===== config.mk =====
export PLATFORM = sky130hd
export DESIGN_NAME = sensor_frame_scheduler_flat
export DESIGN_NICKNAME = d
export VERILOG_FILES = /design/src/rtl/sensor_frame_scheduler_if.sv /design/src/rtl/sensor_frame_scheduler.sv /design/src/flat_wrapper.sv
export SDC_FILE = /design/constraint.sdc
export NUM_CORES = 1
export LEC_CHECK = 0
export ABC_AREA = 1
export CORE_MARGIN = 4
export CORE_UTILIZATION = 45
export CTS_BUF_LIST = sky130_fd_sc_hd__clkbuf_4
export DETAILED_ROUTE_END_ITERATION = 10
export PLACE_DENSITY = 0.8
export RECOVER_POWER = 25
export SLEW_MARGIN = 20
export SYNTH_ARGS = -nofsm -noshare
export SYNTH_HDL_FRONTEND = slang
export SYNTH_SLANG_ARGS = --single-unit

===== constraint.sdc =====
create_clock -name clk -period 3.45 [get_ports clk]
set_clock_uncertainty 0.15 [all_clocks]
set_input_delay 0.8625 -clock clk [delete_from_list [all_inputs] [get_ports clk]]
set_output_delay 0.8625 -clock clk [all_outputs]
set_load 0.02 [all_outputs]

===== src/rtl/sensor_frame_scheduler_if.sv =====
// Handshake bundle between the per-sensor sampling logic, the frame scheduler and the SPI TX.
// The master modport is the scheduler side; the slave modport is the requester/SPI side.
interface sensor_frame_scheduler_if #(
    parameter int unsigned SENSORS  = 4,
    parameter int unsigned BITWIDTH = 32
);
    logic [SENSORS-1:0]            req;
    logic [SENSORS*2*BITWIDTH-1:0] sample;
    logic [SENSORS-1:0]            grant;
    logic                          tx_valid;
    logic [15:0]                   tx_data;
    logic                          tx_ready;
    logic                          busy;

    modport master (
        input  req, sample, tx_ready,
        output grant, tx_valid, tx_data, busy
    );

    modport slave (
        output req, sample, tx_ready,
        input  grant, tx_valid, tx_data, busy
    );
endinterface


===== src/rtl/sensor_frame_scheduler.sv =====
// Round-robin scheduler framing one sensor sample as SYNC, header, W data words (LS first).
// Define SENSOR_FRAME_CHECKSUM_EN to append a 16-bit checksum word (header + data words).
module sensor_frame_scheduler #(
    parameter int unsigned SENSORS   = 4,
    parameter int unsigned BITWIDTH  = 32,
    parameter logic [15:0] SYNC_WORD = 16'hA55A
) (
    input  logic                     clk,
    input  logic                     rst,
    sensor_frame_scheduler_if.master bus
);
    localparam int unsigned SW    = 2 * BITWIDTH;
    localparam int unsigned W     = SW / 16;
    localparam int unsigned PTR_W = (SENSORS > 1) ? $clog2(SENSORS) : 1;
    localparam int unsigned IDX_W = $clog2(W + 1);
    localparam logic [IDX_W-1:0] W_LAST  = IDX_W'(W);
    localparam logic [PTR_W-1:0] PTR_MAX = PTR_W'(SENSORS - 1);

    typedef enum logic [2:0] {
        ST_IDLE,
        ST_SYNC,
        ST_HDR,
        ST_DATA
`ifdef SENSOR_FRAME_CHECKSUM_EN
        , ST_CSUM
`endif
    } state_t;

    state_t             r_state;
    logic [PTR_W-1:0]   r_ptr;
    logic [7:0]         r_seq;
    logic [IDX_W-1:0]   r_idx;
    logic [SW-1:0]      r_buf;
    logic [15:0]        r_tx_data;
    logic               r_tx_valid;
    logic [SENSORS-1:0] r_grant;

    state_t             w_state_nx;
    logic [PTR_W-1:0]   w_ptr_nx;
    logic [7:0]         w_seq_nx;
    logic [IDX_W-1:0]   w_idx_nx;
    logic [SW-1:0]      w_buf_nx;
    logic [15:0]        w_tx_data_nx;
    logic               w_tx_valid_nx;
    logic [SENSORS-1:0] w_grant_nx;

    logic               w_found;
    logic [PTR_W-1:0]   w_winner;
    logic [PTR_W-1:0]   w_cand;
    logic               w_xfer;
    logic [15:0]        w_header;
    logic               w_last_data;

`ifdef SENSOR_FRAME_CHECKSUM_EN
    logic [15:0]        r_csum;
    logic [15:0]        w_csum_nx;
`endif

    assign w_xfer      = r_tx_valid && bus.tx_ready;
    assign w_header    = {r_seq, 8'(r_ptr)};
    assign w_last_data = (r_idx == W_LAST);

    assign bus.grant    = r_grant;
    assign bus.tx_valid = r_tx_valid;
    assign bus.tx_data  = r_tx_data;
    assign bus.busy     = (r_state != ST_IDLE);

    // Winner search starts one past the last served sensor and wraps, so sensor 0 wins after reset.
    always_comb begin
        // NOTE: every combinational output gets a default first so no path can infer a latch.
        w_found  = 1'b0;
        w_winner = r_ptr;
        w_cand   = r_ptr;
        for (int unsigned i = 0; i < SENSORS; i++) begin
            w_cand = (w_cand == PTR_MAX) ? '0 : w_cand + 1'b1;
            if (!w_found && bus.req[w_cand]) begin
                w_found  = 1'b1;
                w_winner = w_cand;
            end
        end
    end

    // State register
    always_ff @(posedge clk or negedge rst) begin
        if (!rst) begin
            // NOTE: sequential state uses non-blocking assignments so all registers update together.
            r_state <= ST_IDLE;
        end else begin
            r_state <= w_state_nx;
        end
    end

    // Next-state logic
    always_comb begin
        w_state_nx = r_state;
        case (r_state)
            ST_IDLE: if (w_found) w_state_nx = ST_SYNC;
            ST_SYNC: if (w_xfer)  w_state_nx = ST_HDR;
            ST_HDR:  if (w_xfer)  w_state_nx = ST_DATA;
            ST_DATA: begin
                if (w_xfer && w_last_data) begin
`ifdef SENSOR_FRAME_CHECKSUM_EN
                    w_state_nx = ST_CSUM;
`else
                    w_state_nx = ST_IDLE;
`endif
                end
            end
`ifdef SENSOR_FRAME_CHECKSUM_EN
            ST_CSUM: if (w_xfer) w_state_nx = ST_IDLE;
`endif
            default: w_state_nx = ST_IDLE;
        endcase
    end

    // Output/datapath logic: the word loaded on each transfer edge is the next word of the frame
    always_comb begin
        w_ptr_nx      = r_ptr;
        w_seq_nx      = r_seq;
        w_idx_nx      = r_idx;
        w_buf_nx      = r_buf;
        w_tx_data_nx  = r_tx_data;
        w_tx_valid_nx = r_tx_valid;
        w_grant_nx    = '0;
`ifdef SENSOR_FRAME_CHECKSUM_EN
        w_csum_nx     = r_csum;
`endif
        case (r_state)
            ST_IDLE: begin
                if (w_found) begin
                    w_buf_nx             = bus.sample[int'(w_winner)*SW +: SW];
                    w_grant_nx[w_winner] = 1'b1;
                    w_ptr_nx             = w_winner;
                    w_tx_data_nx         = SYNC_WORD;
                    w_tx_valid_nx        = 1'b1;
                end
            end
            ST_SYNC: begin
                if (w_xfer) begin
                    w_tx_data_nx = w_header;
`ifdef SENSOR_FRAME_CHECKSUM_EN
                    w_csum_nx    = w_header;
`endif
                end
            end
            ST_HDR: begin
                if (w_xfer) begin
                    w_tx_data_nx = r_buf[15:0];
                    w_buf_nx     = r_buf >> 16;
                    w_idx_nx     = IDX_W'(1);
`ifdef SENSOR_FRAME_CHECKSUM_EN
                    w_csum_nx    = r_csum + r_buf[15:0];
`endif
                end
            end
            ST_DATA: begin
                if (w_xfer) begin
                    if (w_last_data) begin
`ifdef SENSOR_FRAME_CHECKSUM_EN
                        w_tx_data_nx  = r_csum;
`else
                        w_tx_valid_nx = 1'b0;
                        w_seq_nx      = r_seq + 8'd1;
`endif
                    end else begin
                        w_tx_data_nx = r_buf[15:0];
                        w_buf_nx     = r_buf >> 16;
                        w_idx_nx     = r_idx + 1'b1;
`ifdef SENSOR_FRAME_CHECKSUM_EN
                        w_csum_nx    = r_csum + r_buf[15:0];
`endif
                    end
                end
            end
`ifdef SENSOR_FRAME_CHECKSUM_EN
            ST_CSUM: begin
                if (w_xfer) begin
                    w_tx_valid_nx = 1'b0;
                    w_seq_nx      = r_seq + 8'd1;
                end
            end
`endif
            default: begin
                w_tx_valid_nx = 1'b0;
            end
        endcase
    end

    always_ff @(posedge clk or negedge rst) begin
        if (!rst) begin
            r_ptr      <= PTR_MAX;
            r_seq      <= '0;
            r_idx      <= '0;
            r_buf      <= '0;
            r_tx_data  <= '0;
            r_tx_valid <= 1'b0;
            r_grant    <= '0;
`ifdef SENSOR_FRAME_CHECKSUM_EN
            r_csum     <= '0;
`endif
        end else begin
            r_ptr      <= w_ptr_nx;
            r_seq      <= w_seq_nx;
            r_idx      <= w_idx_nx;
            r_buf      <= w_buf_nx;
            r_tx_data  <= w_tx_data_nx;
            r_tx_valid <= w_tx_valid_nx;
            r_grant    <= w_grant_nx;
`ifdef SENSOR_FRAME_CHECKSUM_EN
            r_csum     <= w_csum_nx;
`endif
        end
    end
endmodule


===== src/flat_wrapper.sv =====
// flat-port wrapper written by rule: the top's interface ports become plain ports
module sensor_frame_scheduler_flat 
#(
    parameter int unsigned SENSORS   = 4,
    parameter int unsigned BITWIDTH  = 32,
    parameter logic [15:0] SYNC_WORD = 16'hA55A
)
  (clk, rst, bus_req, bus_sample, bus_tx_ready, bus_grant, bus_tx_valid, bus_tx_data, bus_busy);
  sensor_frame_scheduler_if #(.SENSORS(SENSORS), .BITWIDTH(BITWIDTH)) bus_i ();
  input  logic clk;
  input  logic rst;
  input wire logic [$bits(bus_i.req)-1:0] bus_req;
  input wire logic [$bits(bus_i.sample)-1:0] bus_sample;
  input wire logic [$bits(bus_i.tx_ready)-1:0] bus_tx_ready;
  output wire logic [$bits(bus_i.grant)-1:0] bus_grant;
  output wire logic [$bits(bus_i.tx_valid)-1:0] bus_tx_valid;
  output wire logic [$bits(bus_i.tx_data)-1:0] bus_tx_data;
  output wire logic [$bits(bus_i.busy)-1:0] bus_busy;
  assign bus_i.req = bus_req;
  assign bus_i.sample = bus_sample;
  assign bus_i.tx_ready = bus_tx_ready;
  assign bus_grant = bus_i.grant;
  assign bus_tx_valid = bus_i.tx_valid;
  assign bus_tx_data = bus_i.tx_data;
  assign bus_busy = bus_i.busy;
  sensor_frame_scheduler #(.SENSORS(SENSORS), .BITWIDTH(BITWIDTH), .SYNC_WORD(SYNC_WORD)) u_core (.clk(clk), .rst(rst), .bus(bus_i));
endmodule

==> results, run 1 <==
- Counting cells, the worst reg-to-reg path comes to 15.
- The total routing resource utilization after global routing is 26.8%.
- In the final layout, the share of cells above drive strength 1 is 4.36%.
- The post-route minimum period is 3.18 ns.
- The die is 141 um tall.
- The clock slew at the register clock pins of the worst setup and hold paths is 0.14 ns.
- The initial standard-cell utilization of the core is 46.0%.
- The signal on the critical path passes through inv_1 > ha_1 > clkinv_1 > clkdlybuf4s50_1.
- After routing, the total negative slack on setup checks comes to 0 ns.
- The synthesized netlist contains 32 unique library cells.
- The final count of hold timing violations is 0.
- The post-CTS setup-driven buffer insertion count is 0.
- The end point of the critical path is bus_busy.
- The run finished, with violations left.
- The total number of yosys warnings is 0.
- The synthesized netlist devotes 5.47% of its cell area to compound gates.
- The number of antenna violations at the first check in global routing is 0.
- In the final routed layout, each cell accounts on average for 15.1 um.
- The count of flip-flops with a built-in enable after synthesis is 0.
- In this run the worst path has a maximum fanout of 8.
- The most common flop cell mapped by yosys is sky130_fd_sc_hd__dfrtp_1.
- The count of clock tree sinks is 100.
- The number of antenna repair diodes is 0.
- The congestion estimate from routability-driven global placement came to 0.871.
- In this run the number of H-tree levels came out at 3.
- The number of vias per cell is 5.17.
- Counting both buffers and inverters, the worst setup path holds a total of 3.
- The cell count after synthesis came out at 1319.
- For the worst setup path, the data required time is 2.44 ns.
- The die covers 19900 um2.
- Among cell families on the critical path, the largest total delay comes from buffers and inverters.
- In this run the worst setup path begins at u_core.r_state[1].
- For this block, the initial DRC count from the detailed router was 834.
- Wires add up to 26.9 mm.
- By startpoint and endpoint, the worst setup path is classified as reg -> out.
- In this run the cell area of the synthesized design comes to 7990 um2.
- The number of DRC violations after detailed routing is 0.
- The fraction of the cycle the final worst path needs is 92.2%.
- After detailed placement, the total cell area comes to 11100 um2.
- Global routing finished with a remaining overflow of 0.
- After routing the design area is 11300 um2.
- Setup violations remaining at the end of the flow were counted as 0.
- TritonCTS built the clock tree.
- The number of flip-flops and latches in the synthesized netlist is 100.
- The core region is 17400 um2.
- In the synthesized netlist, mux cells make up 0% of the area.
- Sequential cells were found to cover 31.4% of the synthesized design area.
- The critical path depth is 4.
- The average instance in the mapped netlist occupies 6.05 um2.
- The max-cap violation count is 1.
- Of the total synthesized cell area, the portion taken by full adders, half adders and majority gates is 1.41%.
- 285 I/O pins were placed.
- Entering global routing, the biggest net connects 82 pins.
- In the synthesized netlist the async set-or-reset flop fraction comes to 100%.
- The HPWL after detailed placement is 20.3 mm.
- The parity-gate share of the synthesized area counting xor and xnor cells is 0.877%.
- During placement, the flow inserted port buffers numbering 284.
- The tree is rooted in a sky130_fd_sc_hd__clkbuf_4.
- The first global-routing pass estimated 43.8 mm of wire.
- The worst-case register-to-register setup slack is 0.45 ns.
- By area, the combinational part of the netlist is dominated by simple AND/OR/NAND/NOR gates.
- The floorplan has 48 rows.
- The peak clock frequency supported by timing is 314 MHz.
- The quantity of hold-fixing buffers added after cts is 0.
- STA classifies the critical path startpoint as a flop.
- The class of the most critical hold timing path is reg -> reg.
- At the pin with the least slew margin, the transition time is 2.67 ns.
- The final-layout worst hold slack is 0.348 ns.
- The endpoint identified for the worst register-to-register timing path is u_core.r_buf[7].
- The via count of the first global-routing pass is 8905.
- The detail route stage leaves a number of antenna-violating nets equal to 0.
- The max-slew violation count is 47.
- The synthesized netlist net count is 1591.
- The area share of and/or/nand/nor cells after synthesis is 43.4%.
- The startpoint identified for the worst register-to-register timing path is u_core.r_ptr[0].
- Relative to the synthesized area, the layout overhead comes to 41.0%.
- STA classifies the critical path endpoint as an output port.
- From left edge to right edge, the die measures 141 um.
- The final reports fail on max-capacitance violations, max-slew violations.
- The total via count in the routed design is 9223.
- Buffers inserted during clock tree synthesis total 9.
- Counting the fill cells in the layout gives 1611.
- The post-CTS resize count is 0.
- The final net count is 1826.
- On the worst path, the slowest cell contributes a delay of 0.56 ns.
- The arrival time at the worst endpoint is 2.17 ns.
- In this run the deepest clock path goes through 2 buffers.
- Setup repair after global routing left no endpoint under its margin.
- The worst relative slew slack is -78.0%.
- The largest individual stage delay along the critical path comes from the cell sky130_fd_sc_hd__clkdlybuf4s50_1.
- For the worst-skew pair, the clock arrives at the later sink with an insertion delay of 0.48 ns.
- The number of detailed-routing iterations run before antenna repair is 7.
-- worst reg2reg max path, stage by stage, from the launching register on --
cell	delay, ns
sky130_fd_sc_hd__dfstp_2	0.42
sky130_fd_sc_hd__ha_1	0.26
sky130_fd_sc_hd__nor2_2	0.42
sky130_fd_sc_hd__nand2_1	0.09
sky130_fd_sc_hd__nand2_1	0.15
sky130_fd_sc_hd__nand2_1	0.13
sky130_fd_sc_hd__nand2_4	0.12
sky130_fd_sc_hd__nand2_1	0.06
sky130_fd_sc_hd__o21ai_1	0.13
sky130_fd_sc_hd__nand2_1	0.13
sky130_fd_sc_hd__a21oi_4	0.18
sky130_fd_sc_hd__buf_4	0.32
sky130_fd_sc_hd__nand3_1	0.16
sky130_fd_sc_hd__nand3_1	0.10
sky130_fd_sc_hd__nand2_1	0.07
sky130_fd_sc_hd__nand2_1	0.06
-- cells in the final DEF (no fill, tap or decap), types with 3 or more instances in the layout --
master / netlist / final
sky130_fd_sc_hd__clkinv_1: 1 / 3
sky130_fd_sc_hd__dfrtp_1: 98 / 98
sky130_fd_sc_hd__o21ai_1: 18 / 18
sky130_fd_sc_hd__nor2_1: 77 / 76
sky130_fd_sc_hd__inv_1: 246 / 246
sky130_fd_sc_hd__nand3_1: 360 / 359
sky130_fd_sc_hd__a21oi_1: 20 / 19
sky130_fd_sc_hd__nand2_1: 322 / 320
sky130_fd_sc_hd__clkdlybuf4s50_1: 0 / 283
sky130_fd_sc_hd__nor3_1: 5 / 5
sky130_fd_sc_hd__clkbuf_4: 0 / 9
sky130_fd_sc_hd__inv_2: 8 / 8
sky130_fd_sc_hd__nand3_2: 5 / 3
sky130_fd_sc_hd__buf_12: 0 / 16
sky130_fd_sc_hd__ha_1: 9 / 9
sky130_fd_sc_hd__o21ai_0: 35 / 35
sky130_fd_sc_hd__nand2_2: 4 / 5
sky130_fd_sc_hd__xor2_1: 8 / 8
sky130_fd_sc_hd__nand3_4: 0 / 3
sky130_fd_sc_hd__o21a_1: 4 / 4
sky130_fd_sc_hd__buf_4: 17 / 9
-- synthesized netlist by cell type (all sizes together) (2+ instances only) --
master / instances / area (um2)
nand3: 365 / 1850
nand2: 327 / 1240
inv: 254 / 953
dfrtp: 98 / 2450
nor2: 79 / 302
buf: 57 / 332
o21ai: 54 / 274
clkbuf: 28 / 105
a21oi: 20 / 100
ha: 9 / 113
xor2: 8 / 70.1
nor3: 6 / 35.0
o21a: 4 / 30.0
nand4: 3 / 33.8
dfstp: 2 / 52.6
-- layout make-up --
class                   count  area [um2]  share of cell area (%)
inverters                 255         957                    8.50
flip-flops and latches    100        2500                    22.2
well taps                 225         282                    2.50
clock inverters             6        80.1                   0.711
repair buffers            309        3220                    28.6
multi-input cells         879        4140                    36.8
clock buffers               9        67.6                   0.600
-- per-stage QoR --
stage	worst slack, ns	util (%)	std cells
global placement	0.301	64.0	1768
floorplan	0.887	-	1319
finish	0.268	64.9	1783
global route	0.0815	64.9	1783
CTS	0.248	64.9	1783
detailed placement	0.237	64.0	1768
-- cell families (layout without fill, tap and decap cells) --
logic type | count (synthesis) | after routing
buffers and inverters | 340 | 579
XOR/XNOR | 8 | 8
AND/OR/NAND/NOR | 780 | 780
flip-flops | 100 | 100
adder cells (fa/ha/maj) | 9 | 9
AO/OA/AOI/OAI | 82 | 82
-- registers in the layout, indices dropped and copies added, names as in the netlist --
| register | flops |
|---|---|
| u_core.bus.tx_valid | 1 |
| u_core.r_seq | 8 |
| u_core.bus.grant | 4 |
| u_core.r_idx | 3 |
| u_core.r_state | 2 |
| u_core.r_ptr | 2 |
| u_core.bus.tx_data | 16 |
| u_core.r_buf | 64 |
-- how the worst min path moves through the flow --
stage / slack, ns / start / cells after the start / end
after floorplan: 0.29 / u_core.r_seq[7] / 1 / u_core.r_seq[7]
after global placement: 0.31 / u_core.r_buf[23] / 2 / u_core.r_buf[23]
after detailed placement: 0.32 / u_core.r_buf[36] / 2 / u_core.r_buf[36]
after CTS: 0.24 / rst / 1 / u_core.r_idx[0]
after global routing: 0.38 / u_core.r_buf[45] / 2 / u_core.r_buf[45]
final: 0.35 / u_core.r_buf[36] / 2 / u_core.r_buf[36]
-- layer usage --
layer  share of wire (%)  track usage, %
met1                  39            33.1
met2                  50            46.2
met3                 7.4            5.70
met4                 2.7            9.23
met5                   0               0
Power of run 1 is not shown: default switching activity piles up to over one toggle a cycle in this logic, so the estimate is an artifact.
==> inputs of run 2 (changes only) <==
REMOVE_ABC_BUFFERS = 1   (was unset)
==> run 2 against run 1 <==
  * The run still ends with max-capacitance violations, max-slew violations left
  * Largest cell class unchanged
  * Clock-buffer cell count unchanged
  * Critical endpoint unchanged
  * Global-route usage decreased by 0.72 points
  * Via count decreased by 0.20%
==> results, run 2 (synthesized netlist as in run 1, its figures left out) <==
- The flow ran to the end, but the final reports show violations.
- The checks that failed: max-capacitance violations, max-slew violations.
- The worst setup margin was 0.261 ns (-0.00707 ns).
- The worst relative slew slack is -69.6% (+8.4 points).
- The register containing the most flip-flops in the final layout is u_core.r_buf.
- The number of filler instances in the final layout was 1588 (-1.4%).
- The arrival time at the worst endpoint is 2.18 ns (about the same).
- The routability congestion estimate from global placement is 0.854 (-1.9%).
- The clock slew at the register clock pins of the worst setup and hold paths was 0.15 ns (about the same).
- The residual overflow from global routing came to 0 (unchanged).
- The peak clock frequency supported by timing is 314 MHz (-0.22%).
- The number of vias per cell is 5.15 (-0.36%).
- The critical path in this run is classified as reg -> out.
- The data required time at the worst endpoint is 2.44 ns (about the same).
- The number of rows in the core area was 48 (unchanged).
- The total routing resource utilization after global routing came to 26.0% (-0.72 points).
- The clock latency on the worst-skew pair is 0.49 ns (about the same).
- The area of the core came to 17400 um2 (unchanged).
- The pin count of the biggest net entering global routing came to 77 (-6.1%).
- The most common cell after layout, fill and taps aside is sky130_fd_sc_hd__nand3_1.
- The count of clock tree sinks came to 100 (unchanged).
- The floorplan die area came to 19900 um2 (unchanged).
- The number of failing setup endpoints in the final timing report was 0 (unchanged).
- The number of detailed-routing iterations run before antenna repair was 7 (unchanged).
- The area added between synthesis and finish is 41.0% (about the same).
- The average wire per standard cell is 15.0 um (-1.0%).
- The post-route minimum period is 3.19 ns (+0.00707 ns).
- The flip-flop count of the largest register, all copies and words added is 64 (unchanged).
- The final count of hold timing violations is 0 (unchanged).
- Setup repair after global routing left no endpoint under its margin.
- The measured slew at the worst slew-check pin is 2.54 ns (-0.126 ns).
- The ratio of cells with drive above 1 in the final layout is 4.49% (+0.13 points).
- The via count of the first global-routing pass is 8717 (-2.1%).
- The die extent in y is 141 um (unchanged).
- The HPWL after detailed placement came to 19.6 mm (-3.6%).
- The largest buffer count on any clock path is 2 (unchanged).
- STA classifies the critical path endpoint as an output port.
- The max-cap violation count is 1 (unchanged).
- The kind of launch point of the worst setup path is a flop.
- The die width is 141 um (unchanged).
- The number of port buffers was 284 (unchanged).
- The post-CTS resize count is 0 (unchanged).
- The initial standard-cell utilization of the core is 46.0% (unchanged).
- The post-CTS setup-driven buffer insertion count is 0 (unchanged).
- The final net count is 1826 (unchanged).
- The number of antenna violations at the first check in global routing is 2 (+2).
- The top cell types in the final layout, fill and taps aside, are sky130_fd_sc_hd__nand3_1 (359), sky130_fd_sc_hd__nand2_1 (320), sky130_fd_sc_hd__clkdlybuf4s50_1 (283).
- The number of buffers added by the clock tree synthesis step was 9 (unchanged).
- The quantity of hold-fixing buffers added after cts is 0 (unchanged).
- The global-route wire length before repair was 42.6 mm (-2.7%).
- The number of DRC violations after detailed routing is 0 (unchanged).
- TritonCTS built the clock tree.
- The fraction of the cycle the final worst path needs is 92.4% (+0.21 points).
- The total via count in the routed design came to 9205 (-0.20%).
- The top-level I/O count is 285 (unchanged).
- The total length of routed wires came to 26.7 mm (-0.86%).
- The number of nets still failing antenna checks after routing is 0 (unchanged).
- The pre-CTS worst setup slack is 0.0872 ns (-0.150 ns).
- The starting DRC count in detailed routing was 653 (-22%).
- The deepest level of the CTS H-tree was 3 (unchanged).
- The largest fanout on the critical path is 8 (unchanged).
- The class of the most critical hold timing path is reg -> reg.
- The final-layout worst hold slack is 0.348 ns (-0.000279 ns).
- The CTS root buffer is sky130_fd_sc_hd__clkbuf_4.
- The max-slew violation count is 47 (unchanged).
==> run 2: cell types whose count changed in the layout (fill, tap and decap cells not counted), sizes merged <==
cell    previous run  this run
clkinv             4         3
inv              254       256
diode              0         2
==> run 2: worst max-delay path, cell delays in order (launching register included) <==
cell and delay [ns]:
sky130_fd_sc_hd__dfrtp_1 0.50, sky130_fd_sc_hd__inv_1 0.14, sky130_fd_sc_hd__ha_1 0.34, sky130_fd_sc_hd__clkinv_1 0.16
sky130_fd_sc_hd__clkdlybuf4s50_1 0.56
==> run 2: path summary, 6_finish.rpt <==
check | startpoint | endpoint | slack, ns | cells after the start
worst max-delay path | u_core.r_state[1] | bus_busy | 0.26 | 4
worst min-delay path | u_core.r_buf[43] | u_core.r_buf[43] | 0.35 | 2
worst max register to register | u_core.r_ptr[0] | u_core.r_buf[25] | 0.35 | 15
worst min register to register | u_core.r_buf[43] | u_core.r_buf[43] | 0.35 | 2
max in group asynchronous | rst | u_core.r_buf[22] | 0.64 | 2
min in group asynchronous | rst | u_core.bus.tx_data[7] | 0.98 | 1
==> run 2: area by class of cell <==
cell class	count	area [um2]	area share, %
clock buffers	9	67.6	0.600
multi-input cells	879	4140	36.8
clock inverters	7	97.6	0.867
flip-flops and latches	100	2500	22.3
diodes	2	5.00	0.0445
well taps	225	282	2.50
inverters	255	957	8.50
repair buffers	309	3200	28.4
==> run 2: per-stage QoR <==
step | setup TNS, ns | std cells | area (um2) | util, %
floorplan | -184.10 | 1234 | 7550 | -
global route | 0 | 1786 | 11300 | 64.9
global placement | 0 | 1768 | 11100 | 63.9
finish | 0 | 1786 | 11300 | 64.9
detailed placement | 0 | 1768 | 11100 | 63.9
CTS | 0 | 1784 | 11300 | 64.8
==> run 2: layer usage <==
layer	vias to the layer above	global-route usage [%]	part of all wire (%)	wire length [um]
met3	45	5.33	7.8	2080
met2	385	44.4	49	13100
met4	0	7.96	2.2	596
met5	-	0	0	0
met1	4189	33.3	41	10900
li1	4586	-	-	-
Power of run 2 is left out for the same reason.
==> inputs of run 3 (changes only) <==
CORE_ASPECT_RATIO = 1.4   (was unset)
==> run 3 against run 2 <==
  * Sequential share of layout area hardly changed
  * Register-to-register slack improved by 0.11 ns
  * Highest routed layer unchanged
  * Worst hold slack worse by 0.0042 ns
  * The flow now finishes without violations
==> results, run 3 (synthesized netlist as in run 1, its figures left out) <==
- The run finished with clean final reports.
- The ratio of cells with drive above 1 in the final layout is 4.55% (+0.064 points).
- The residual overflow from global routing is 0 (unchanged).
- Leaving out fill and tap cells, the most frequent cell in the layout is sky130_fd_sc_hd__nand3_1.
- The number of rows in the core area is 57 (+19%).
- The HPWL after detailed placement came to 19.5 mm (-0.71%).
- The quantity of hold-fixing buffers added after cts came to 0 (unchanged).
- The flip-flop count of the largest register, all copies and words added is 64 (unchanged).
- The via count of the first global-routing pass is 8795 (+0.89%).
- The starting DRC count in detailed routing is 767 (+17%).
- The worst relative slew slack is 1.09% (+71 points).
- The deepest level of the CTS H-tree is 3 (unchanged).
- The initial standard-cell utilization of the core was 45.9% (-0.12 points).
- The category of cells accounting for the largest share of critical-path delay is buffers and inverters.
- The CTS tree is built.
- In this run the critical register-to-register path is launched from u_core.r_ptr[0].
- The clock slew at the register clock pins of the worst setup and hold paths is 0.16 ns (about the same).
- The post-CTS setup-driven buffer insertion count is 0 (unchanged).
- The number of buffers added by the clock tree synthesis step was 9 (unchanged).
- Tracing the worst setup path back leads to its startpoint at u_core.r_state[1].
- The total placed instance area is 11100 um2 (+0.12%).
- The die extent in y is 166 um (+17%).
- The peak per-stage delay on the critical path is 0.55 ns (about the same).
- The data required time at the worst endpoint is 2.44 ns (about the same).
- The final count of hold timing violations is 0 (unchanged).
- The global-route wire length before repair is 42.1 mm (-1.0%).
- The max-slew violation count is 0 (-100%).
- The floorplan die area came to 20000 um2 (+0.15%).
- The worst-case register-to-register setup slack is 0.46 ns (+0.11 ns).
- The critical path depth came to 4 (unchanged).
- The measured slew at the worst slew-check pin was 1.48 ns (-1.06 ns).
- The clock latency on the worst-skew pair was 0.45 ns (-0.04 ns).
- The worst reg2reg path endpoint is u_core.r_buf[45].
- The total length of routed wires is 26.4 mm (-1.3%).
- The post-route minimum period is 3.15 ns (-0.0386 ns).
- The number of vias per cell is 5.10 (-1.1%).
- The class of the most critical hold timing path is reg -> reg.
- The capturing element type of the critical path is an output port.
- The post-route cell area was 11200 um2 (about the same).
- The register containing the most flip-flops in the final layout is u_core.r_buf.
- The number of failing setup endpoints in the final timing report is 0 (unchanged).
- The average wire per standard cell came to 14.7 um (-1.8%).
- Following the worst setup path forward leads to its endpoint at bus_busy.
- The number of antenna violations at the first check in global routing is 1 (-1).
- Walking the worst path, the cells encountered are inv_1 > ha_1 > clkinv_1 > clkdlybuf4s50_1.
- The arrival time at the worst endpoint is 2.14 ns (-0.04 ns).
- The largest buffer count on any clock path is 2 (unchanged).
- The post-CTS resize count was 0 (unchanged).
- The total routing resource utilization after global routing is 25.7% (-0.31 points).
- The number of port buffers was 284 (unchanged).
- The area of the core is 17400 um2 (+0.26%).
- The area added between synthesis and finish is 40.8% (about the same).
- The fraction of the cycle the final worst path needs is 91.3% (-1.1 points).
- The kind of launch point of the worst setup path is a flop.
- The slowest cell on the critical path is sky130_fd_sc_hd__clkdlybuf4s50_1.
- The max-cap violation count is 0 (-1).
- The total via count in the routed design is 9156 (-0.53%).
- The multi-input combinational cell area came to 4140 um2 (unchanged).
- Setup repair after global routing left no endpoint under its margin.
- The count of clock tree sinks is 100 (unchanged).
- The top-level I/O count was 285 (unchanged).
- The die width was 121 um (-15%).
- The routability congestion estimate from global placement was 0.884 (+3.5%).
- In the layout the commonest cells are sky130_fd_sc_hd__nand3_1 (359), sky130_fd_sc_hd__nand2_1 (320), sky130_fd_sc_hd__clkdlybuf4s50_1 (283).
- The sequential standard cell area is 2500 um2 (unchanged).
- The number of filler instances in the final layout is 1639 (+3.2%).
- The final net count is 1826 (unchanged).
- The number of detailed-routing iterations run before antenna repair is 6 (-1).
- The CTS root buffer is sky130_fd_sc_hd__clkbuf_4.
- The pin count of the biggest net entering global routing is 58 (-25%).
- The type of the setup path with the least slack is reg -> out.
- The peak clock frequency supported by timing is 317 MHz (+1.2%).
- The number of nets still failing antenna checks after routing is 0 (unchanged).
- The largest fanout on the critical path is 8 (unchanged).
- The number of buffers and inverters on the critical path is 3 (unchanged).
- The number of DRC violations after detailed routing is 0 (unchanged).
- The cell count of the worst reg-to-reg path was 16 (+1).
[run 3: cell types whose count changed in the layout (fill, tap and decap cells not counted), sizes merged]
cell	before	now
bufinv	2	1
clkinv	3	4
clkinvlp	1	2
diode	2	1
inv	256	255
[run 3: per-stage QoR]
step | utilization (%) | hold slack [ns] | cells | worst slack [ns] | setup TNS (ns)
2_1_floorplan | - | 0.293 | 1234 | -2.73 | -184.10
3_3_place_gp | 63.8 | 0.312 | 1779 | 0.268 | 0
3_5_place_dp | 63.8 | 0.316 | 1779 | 0.216 | 0
4_1_cts | 64.6 | 0.314 | 1795 | 0.278 | 0
5_1_grt | 64.6 | 0.369 | 1796 | 0.161 | 0
6_report | 64.6 | 0.344 | 1796 | 0.300 | 0
[run 3: layout make-up]
type | count | area share (%)
multi-input combinational | 879 | 36.8
timing repair buffer | 309 | 28.5
sequential | 100 | 22.3
inverter | 255 | 8.51
tap | 236 | 2.63
clock inverter | 7 | 0.668
clock buffer | 9 | 0.601
antenna | 1 | 0.0223
[run 3: how the worst min path moves through the flow]
stage / endpoint / startpoint / slack (ns) / cells after the start
after floorplan: u_core.r_seq[7] / u_core.r_seq[7] / 0.29 / 1
after global placement: u_core.r_buf[7] / u_core.r_buf[7] / 0.31 / 2
after detailed placement: u_core.r_buf[31] / u_core.r_buf[31] / 0.32 / 2
after CTS: u_core.bus.grant[1] / rst / 0.31 / 1
after global routing: u_core.r_buf[31] / u_core.r_buf[31] / 0.37 / 2
final: u_core.r_seq[7] / u_core.r_seq[7] / 0.34 / 1
[run 3: metal layers]
metal	global-route usage, %	up-vias	part of all wire (%)
li1	-	4582	-
met1	30.0	4139	38
met2	46.4	365	52
met3	3.44	70	6.2
met4	11.4	0	3.7
met5	0	-	0
Power of run 3 is left out for the same reason.
